File: src/rtl/rij_pkg.sv
// Shared definitions for the R/I/J-type MIPS-subset pipeline stages:
// the data word type, opcode and funct encodings, and the EX-stage
// ALU and operand-B selects.
package rij_pkg;

  typedef logic [31:0] word_t;

  // Primary opcodes, IR[31:26]
  localparam logic [5:0] OP_RTYPE = 6'h00;
  localparam logic [5:0] OP_J     = 6'h02;
  localparam logic [5:0] OP_BEQ   = 6'h04;
  localparam logic [5:0] OP_BNE   = 6'h05;
  localparam logic [5:0] OP_ADDI  = 6'h08;
  localparam logic [5:0] OP_ADDIU = 6'h09;
  localparam logic [5:0] OP_SLTI  = 6'h0A;
  localparam logic [5:0] OP_SLTIU = 6'h0B;
  localparam logic [5:0] OP_ANDI  = 6'h0C;
  localparam logic [5:0] OP_ORI   = 6'h0D;
  localparam logic [5:0] OP_XORI  = 6'h0E;
  localparam logic [5:0] OP_LUI   = 6'h0F;
  localparam logic [5:0] OP_LW    = 6'h23;
  localparam logic [5:0] OP_SW    = 6'h2B;

  // R-type function codes, IR[5:0]
  localparam logic [5:0] FN_SLL  = 6'h00;
  localparam logic [5:0] FN_SRL  = 6'h02;
  localparam logic [5:0] FN_SRA  = 6'h03;
  localparam logic [5:0] FN_JR   = 6'h08;
  localparam logic [5:0] FN_ADD  = 6'h20;
  localparam logic [5:0] FN_ADDU = 6'h21;
  localparam logic [5:0] FN_SUB  = 6'h22;
  localparam logic [5:0] FN_SUBU = 6'h23;
  localparam logic [5:0] FN_AND  = 6'h24;
  localparam logic [5:0] FN_OR   = 6'h25;
  localparam logic [5:0] FN_XOR  = 6'h26;
  localparam logic [5:0] FN_NOR  = 6'h27;
  localparam logic [5:0] FN_SLT  = 6'h2A;
  localparam logic [5:0] FN_SLTU = 6'h2B;

  // ALU operation select; ALU_ZERO is what unsupported encodings decode to
  typedef enum logic [3:0] {
    ALU_ZERO,
    ALU_ADD,
    ALU_SUB,
    ALU_AND,
    ALU_OR,
    ALU_XOR,
    ALU_NOR,
    ALU_SLT,
    ALU_SLTU,
    ALU_SLL,
    ALU_SRL,
    ALU_SRA,
    ALU_LUI,
    ALU_PASSA
  } alu_op_e;

  // Second ALU operand source
  typedef enum logic [1:0] {
    BSEL_B,
    BSEL_IMM,
    BSEL_ZIMM
  } bsel_e;

endpackage

File: src/rtl/ex_alu.sv
// Combinational ALU for the EX stage. All arithmetic wraps modulo 2^32;
// there is no overflow detection.
module ex_alu
  import rij_pkg::*;
(
  input  alu_op_e     op,
  input  word_t       a,
  input  word_t       b,
  input  logic [4:0]  shamt,
  output word_t       result
);

  // Select the result of the requested operation; anything else yields 0
  always_comb begin
    result = '0;
    case (op)
      ALU_ADD:   result = a + b;
      ALU_SUB:   result = a - b;
      ALU_AND:   result = a & b;
      ALU_OR:    result = a | b;
      ALU_XOR:   result = a ^ b;
      ALU_NOR:   result = ~(a | b);
      ALU_SLT:   result = {31'b0, ($signed(a) < $signed(b))};
      ALU_SLTU:  result = {31'b0, (a < b)};
      ALU_SLL:   result = b << shamt;
      ALU_SRL:   result = b >> shamt;
      ALU_SRA:   result = word_t'($signed(b) >>> shamt);
      ALU_LUI:   result = {b[15:0], 16'b0};
      ALU_PASSA: result = a;
      default:   result = '0;
    endcase
  end

endmodule

File: src/rtl/ex_seg.sv
// EX pipeline stage: decodes the ID/EX instruction, runs the ALU or the
// branch/jump target logic, and registers the outcome into EX/MEM.
// There is no valid/ready handshake and no stall: every rising edge of
// clk captures a new instruction, and rst (active-low, asynchronous)
// clears EX/MEM to a NOP immediately.
module ex_seg
  import rij_pkg::*;
(
  input  logic  clk,
  input  logic  rst,
  input  word_t IRi,
  input  word_t NPCi,
  input  word_t Ai,
  input  word_t Bi,
  input  word_t Immi,
  output logic  cond,
  output word_t ALUo,
  output word_t Bo,
  output word_t IRo
);

  logic [5:0] op;
  logic [5:0] funct;
  logic [4:0] shamt;
  word_t      zimm;

  assign op    = IRi[31:26];
  assign funct = IRi[5:0];
  assign shamt = IRi[10:6];
  assign zimm  = {16'b0, IRi[15:0]};

  alu_op_e alu_sel;
  bsel_e   bsel;
  word_t   alu_b;
  word_t   alu_res;
  word_t   br_tgt;
  word_t   j_tgt;
  logic    use_tgt;
  logic    tgt_is_j;
  logic    nxt_cond;
  word_t   nxt_alu;

  // Branch target is always computed, taken or not
  assign br_tgt = NPCi + {Immi[29:0], 2'b00};
  assign j_tgt  = {NPCi[31:28], IRi[25:0], 2'b00};

  // Decode opcode/funct into ALU select, operand-B source and cond
  always_comb begin
    alu_sel  = ALU_ZERO;
    bsel     = BSEL_B;
    use_tgt  = 1'b0;
    tgt_is_j = 1'b0;
    nxt_cond = 1'b0;
    case (op)
      OP_RTYPE: begin
        case (funct)
          FN_ADD, FN_ADDU: alu_sel = ALU_ADD;
          FN_SUB, FN_SUBU: alu_sel = ALU_SUB;
          FN_AND:          alu_sel = ALU_AND;
          FN_OR:           alu_sel = ALU_OR;
          FN_XOR:          alu_sel = ALU_XOR;
          FN_NOR:          alu_sel = ALU_NOR;
          FN_SLT:          alu_sel = ALU_SLT;
          FN_SLTU:         alu_sel = ALU_SLTU;
          FN_SLL:          alu_sel = ALU_SLL;
          FN_SRL:          alu_sel = ALU_SRL;
          FN_SRA:          alu_sel = ALU_SRA;
          FN_JR: begin
            alu_sel  = ALU_PASSA;
            nxt_cond = 1'b1;
          end
          default:         alu_sel = ALU_ZERO;
        endcase
      end
      OP_ADDI, OP_ADDIU, OP_LW, OP_SW: begin
        alu_sel = ALU_ADD;
        bsel    = BSEL_IMM;
      end
      OP_SLTI: begin
        alu_sel = ALU_SLT;
        bsel    = BSEL_IMM;
      end
      OP_SLTIU: begin
        alu_sel = ALU_SLTU;
        bsel    = BSEL_IMM;
      end
      OP_ANDI: begin
        alu_sel = ALU_AND;
        bsel    = BSEL_ZIMM;
      end
      OP_ORI: begin
        alu_sel = ALU_OR;
        bsel    = BSEL_ZIMM;
      end
      OP_XORI: begin
        alu_sel = ALU_XOR;
        bsel    = BSEL_ZIMM;
      end
      OP_LUI: begin
        alu_sel = ALU_LUI;
        bsel    = BSEL_ZIMM;
      end
      OP_BEQ: begin
        use_tgt  = 1'b1;
        nxt_cond = (Ai == Bi);
      end
      OP_BNE: begin
        use_tgt  = 1'b1;
        nxt_cond = (Ai != Bi);
      end
      OP_J: begin
        use_tgt  = 1'b1;
        tgt_is_j = 1'b1;
        nxt_cond = 1'b1;
      end
      default: alu_sel = ALU_ZERO;
    endcase
  end

  // Operand-B mux: register, sign-extended or zero-extended immediate
  always_comb begin
    alu_b = Bi;
    case (bsel)
      BSEL_IMM:  alu_b = Immi;
      BSEL_ZIMM: alu_b = zimm;
      default:   alu_b = Bi;
    endcase
  end

  ex_alu u_alu (
    .op     (alu_sel),
    .a      (Ai),
    .b      (alu_b),
    .shamt  (shamt),
    .result (alu_res)
  );

  // Control transfers replace the ALU result with their target
  always_comb begin
    nxt_alu = alu_res;
    if (use_tgt) nxt_alu = tgt_is_j ? j_tgt : br_tgt;
  end

  // EX/MEM pipeline register; reset leaves a NOP in flight
  always_ff @(posedge clk or negedge rst) begin
    if (!rst) begin
      cond <= 1'b0;
      ALUo <= '0;
      Bo   <= '0;
      IRo  <= '0;
    end else begin
      cond <= nxt_cond;
      ALUo <= nxt_alu;
      Bo   <= Bi;
      IRo  <= IRi;
    end
  end

endmodule

File: config.mk
export PLATFORM = sky130hd
export DESIGN_NAME = ex_seg
export DESIGN_NICKNAME = d
export VERILOG_FILES = /design/src/rtl/rij_pkg.sv /design/src/rtl/ex_alu.sv /design/src/rtl/ex_seg.sv
export SDC_FILE = /design/constraint.sdc
export NUM_CORES = 1
export LEC_CHECK = 0
export BUFFER_PORTS_ARGS = -buffer_cell sky130_fd_sc_hd__buf_2
export CORE_MARGIN = 2
export CORE_UTILIZATION = 33
export DETAILED_ROUTE_END_ITERATION = 16
export GPL_TIMING_DRIVEN = 0
export PLACE_DENSITY = 0.53
export SYNTH_ARGS = -nofsm -noshare
export SYNTH_HDL_FRONTEND = slang
export SYNTH_SLANG_ARGS = --single-unit
File: constraint.sdc
create_clock -name clk -period 0.8 [get_ports clk]
set_input_delay 0.08 -clock clk [delete_from_list [all_inputs] [get_ports clk]]
set_output_delay 0.08 -clock clk [all_outputs]
set_load 0.1 [all_outputs]
==> results.tsv <==
stage	metric	value	unit
timing	Worst Max-Slew Pin Slew	1210	ps
placed_design	dpl hpwl	84050	um
worst_setup_path	Bufs and invs on worst path	4	
synth	Top FF cell, synth	dfrtp_1	
synth	number of synthesized flops with an enable pin	0	
timing	Worst Setup Slack, final	-3794	ps
outcome	status	finished with violations	
clocking	clk root buf	clkbuf_16	
worst_setup_path	Cell Chain, Critical Path	buf_8 -> nand2b_4 -> a211oi_4 -> inv_2 -> ha_4 -> buf_8 -> a22o_1 -> mux2_4 -> ha_4 -> inv_4 -> fa_2 -> nor2b_4 -> o211ai_1 -> a211oi_4 -> a21oi_4 -> o211a_4 -> o31ai_4 -> a21oi_2 -> o41ai_4 -> a211oi_2 -> or4_4	
finish	footprint of the multi-input gates	0.01350	mm^2
timing	Slew headroom	19.00	%
placed_design	IO Port Bufs	258	
synth	syn_area_per_cell	7.884	um^2
synth	Post-Synthesis Cell Area	0.01529	mm^2
synth	syn_nets	2244	
routing	average wire per standard cell	35.87	um
floorplanning	core area	0.04558	mm^2
synth	Seq/Total Area, Yosys	15.88	%
power	Final Power	31.63	mW
clocking	CTS Buffer Depth	2	
power	IR drop worst, VDD	1546	uV
finish	Filler cells	4303	
clocking	H-tree depth	3	
timing	Max Fclk	217.7	MHz
synth	Post-Syn Instances	1939	
global_route	largest net degree at the start of global routing	70	
placed_design	Area after DPL	0.01791	mm^2
placed_design	dpl ws	-5598	ps
global_route	global-route wire length before repair	149900	um
floorplanning	initial core utilization	33.54	%
clocking	Sink Count	97	
floorplanning	Cell Rows	78	
routing	Antenna Violating Nets Remaining	0	
hold_path	hold crit path type	in2async	
worst_setup_path	CP Class	in2reg	
timing	Fin. Hold Viols	32	
worst_setup_path	slowest CP cell	or4_4	
worst_setup_path	Worst Path Max Fanout	6	
timing	RSZ-0062 raised after global routing	yes	
routing	Vias/cell	6.641	
timing	Pins Over Slew Limit	0	
power	Power Density	1368	mW/mm^2
floorplanning	die extent in y	219.2	um
timing	fin crit period	4594	ps
worst_setup_path	Worst Setup End Kind	flip-flop	
power	Pleak	9.596	nW
floorplanning	DIE AREA	0.04806	mm^2
routing	first-pass iteration count of the detailed router	8	
placed_design	Placed Cells	2801	
worst_setup_path	delay-heaviest family, CP	compound AO/OA/AOI/OAI gates	
finish	layout cells sized above 1	41.51	%
finish	Non-Filler Instances	3061	
global_route	vias in the first global route	19665	
worst_setup_path	CP Depth	21	
finish	# nets final	2757	
timing	fin crit share	574.3	%
floorplanning	Die X-Extent	219.2	um
timing	setup TNS	-129610	ps
global_route	initial antenna violation count	6	
clocking	cts hold-fix bufs	64	
finish	P&R area growth vs syn	51.24	%
synth	post-synthesis register bit count	97	
routing	DR iter-0 viols	3012	
floorplanning	I/O pin count	259	
clocking	CTS clk-pin slew, worst paths	120	ps
worst_setup_path	Worst Setup Start Kind	input port	
worst_setup_path	CP max stage delay	560	ps
synth	Yosys warning total	0	
placed_design	gpl congestion	1.069	
outcome	violated checks	negative hold slack, negative setup slack	
clocking	number of buffers created by CTS	9	
worst_setup_path	WP data required	1070	ps
timing	Hold Worst Slack	-401.8	ps
routing	DRC violation count after routing	0	
timing	Final Setup Violations	130	
finish	FF/Latch Area	0.002546	mm^2
clocking	CTS tree	done	
finish	post-route cell area	0.02312	mm^2
worst_setup_path	worst path arrival time	4860	ps
routing	Total Wirelength	109800	um
synth	Cell variety after synth	100	
global_route	Congestion Overflow GR	0	
run	max cap viols	0	
global_route	gr usage total	44.77	%
routing	via count	20329	
synth	FFs w/ async S/R, synth	100.0	%
through the flow:
step / hold WS [ps] / util [%]
6_report: -401.8 / 50.73
5_1_grt: -361.9 / 50.71
4_1_cts: -391.8 / 48.34
3_5_place_dp: 62.81 / 39.31
3_3_place_gp: 200.4 / 39.18
2_1_floorplan: -215.6 / -
layer usage:
| layer | GRT usage [%] | wire length, um | vias up |
|---|---|---|---|
| li1 | - | - | 8352 |
| met2 | 64.45 | 44350 | 1586 |
| met4 | 31.60 | 9558 | 4 |
| met3 | 11.79 | 12930 | 419 |
| met1 | 57.82 | 42910 | 9968 |
| met5 | 0 | 24 | - |
cell families (layout without fill, tap and decap cells):
group,count (synthesis),in the layout,share of synthesized area [%]
AO/OA/AOI/OAI,686,686,31.56
flip-flops,97,97,15.88
XOR/XNOR,73,73,4.182
AND/OR/NAND/NOR,546,546,17.23
adder cells (fa/ha/maj),143,143,11.85
buffers and inverters,260,778,7.317
multiplexers,134,134,11.98
other,0,4,0
path summary, 6_finish.rpt:
kind	from	endpoint	slack, ps
worst max-delay path	IRi[31]	ALUo[0]$_DFF_PN0_	-3790
min in group clk	Ai[26]	ALUo[26]$_DFF_PN0_	140
worst min-delay path	rst	IRo[7]$_DFF_PN0_	-400
max in group asynchronous	rst	ALUo[6]$_DFF_PN0_	410
cells in the final DEF (no fill, tap or decap), drive strengths merged, types with 25 or more instances in the layout:
| master | instances |
|---|---|
| buf | 509 |
| nand2 | 150 |
| a211oi | 43 |
| nor3 | 47 |
| a22o | 30 |
| o21ai | 132 |
| mux2i | 75 |
| nand3 | 36 |
| xor2 | 41 |
| dfrtp | 97 |
| dlygate4sd3 | 64 |
| clkbuf | 83 |
| a21oi | 144 |
| xnor2 | 32 |
| mux4 | 36 |
| o211ai | 49 |
| inv | 112 |
| ha | 140 |
| a221o | 25 |
| nor2 | 170 |
| a31oi | 25 |
report_power, final:
part           internal (mW)  total [mW]  leakage [nW]  switching (mW)
logic                   7.34        20.8          8.37            13.5
clock network           2.64        5.20         0.154            2.57
registers               5.36        5.60          1.07           0.244
registers in the layout (all words and copies together) (netlist names):
name and cells:
Bo 32, IRo 32, cond 1, ALUo 32
layout make-up:
| type | count | area share (%) |
|---|---|---|
| Buffer | 133 | 3.972 |
| Clock inverter | 4 | 0.2435 |
| Clock buffer | 12 | 1.109 |
| Tap cell | 600 | 3.247 |
| Inverter | 117 | 2.203 |
| Timing Repair Buffer | 512 | 19.77 |
| Antenna cell | 4 | 0.04329 |
| Sequential cell | 97 | 11.01 |
| Multi-Input combinational cell | 1582 | 58.40 |
synthesized netlist by cell type, types with 21 or more instances:
master	n	share of area, %
nor2_1	168	4.1
nand2_1	149	3.7
a21oi_1	143	4.7
ha_1	140	11
o21ai_0	124	4.1
inv_1	107	2.6
dfrtp_1	97	16
clkbuf_1	78	1.9
mux2i_1	74	4.8
o211ai_1	48	2.4
a211oi_1	43	2.1
nor3_1	43	1.4
buf_2	42	1.4
xor2_1	41	2.3
mux4_2	36	5.3
nand3_1	35	1.1
xnor2_1	32	1.8
a22o_1	29	1.7
a221o_1	25	1.6
a31oi_1	24	0.98
a21o_1	22	1.1
mux2_2	21	1.5
nand4_1	21	0.86
what timing repair did:
action	CTS	global route
gates cloned	0	1
pin swaps	106	93
setup endpoints to repair	130	130
resized for setup	579	180
setup buffers	141	69
endpoints found under the hold margin	92	28
Power figures use the tool's default switching activity.
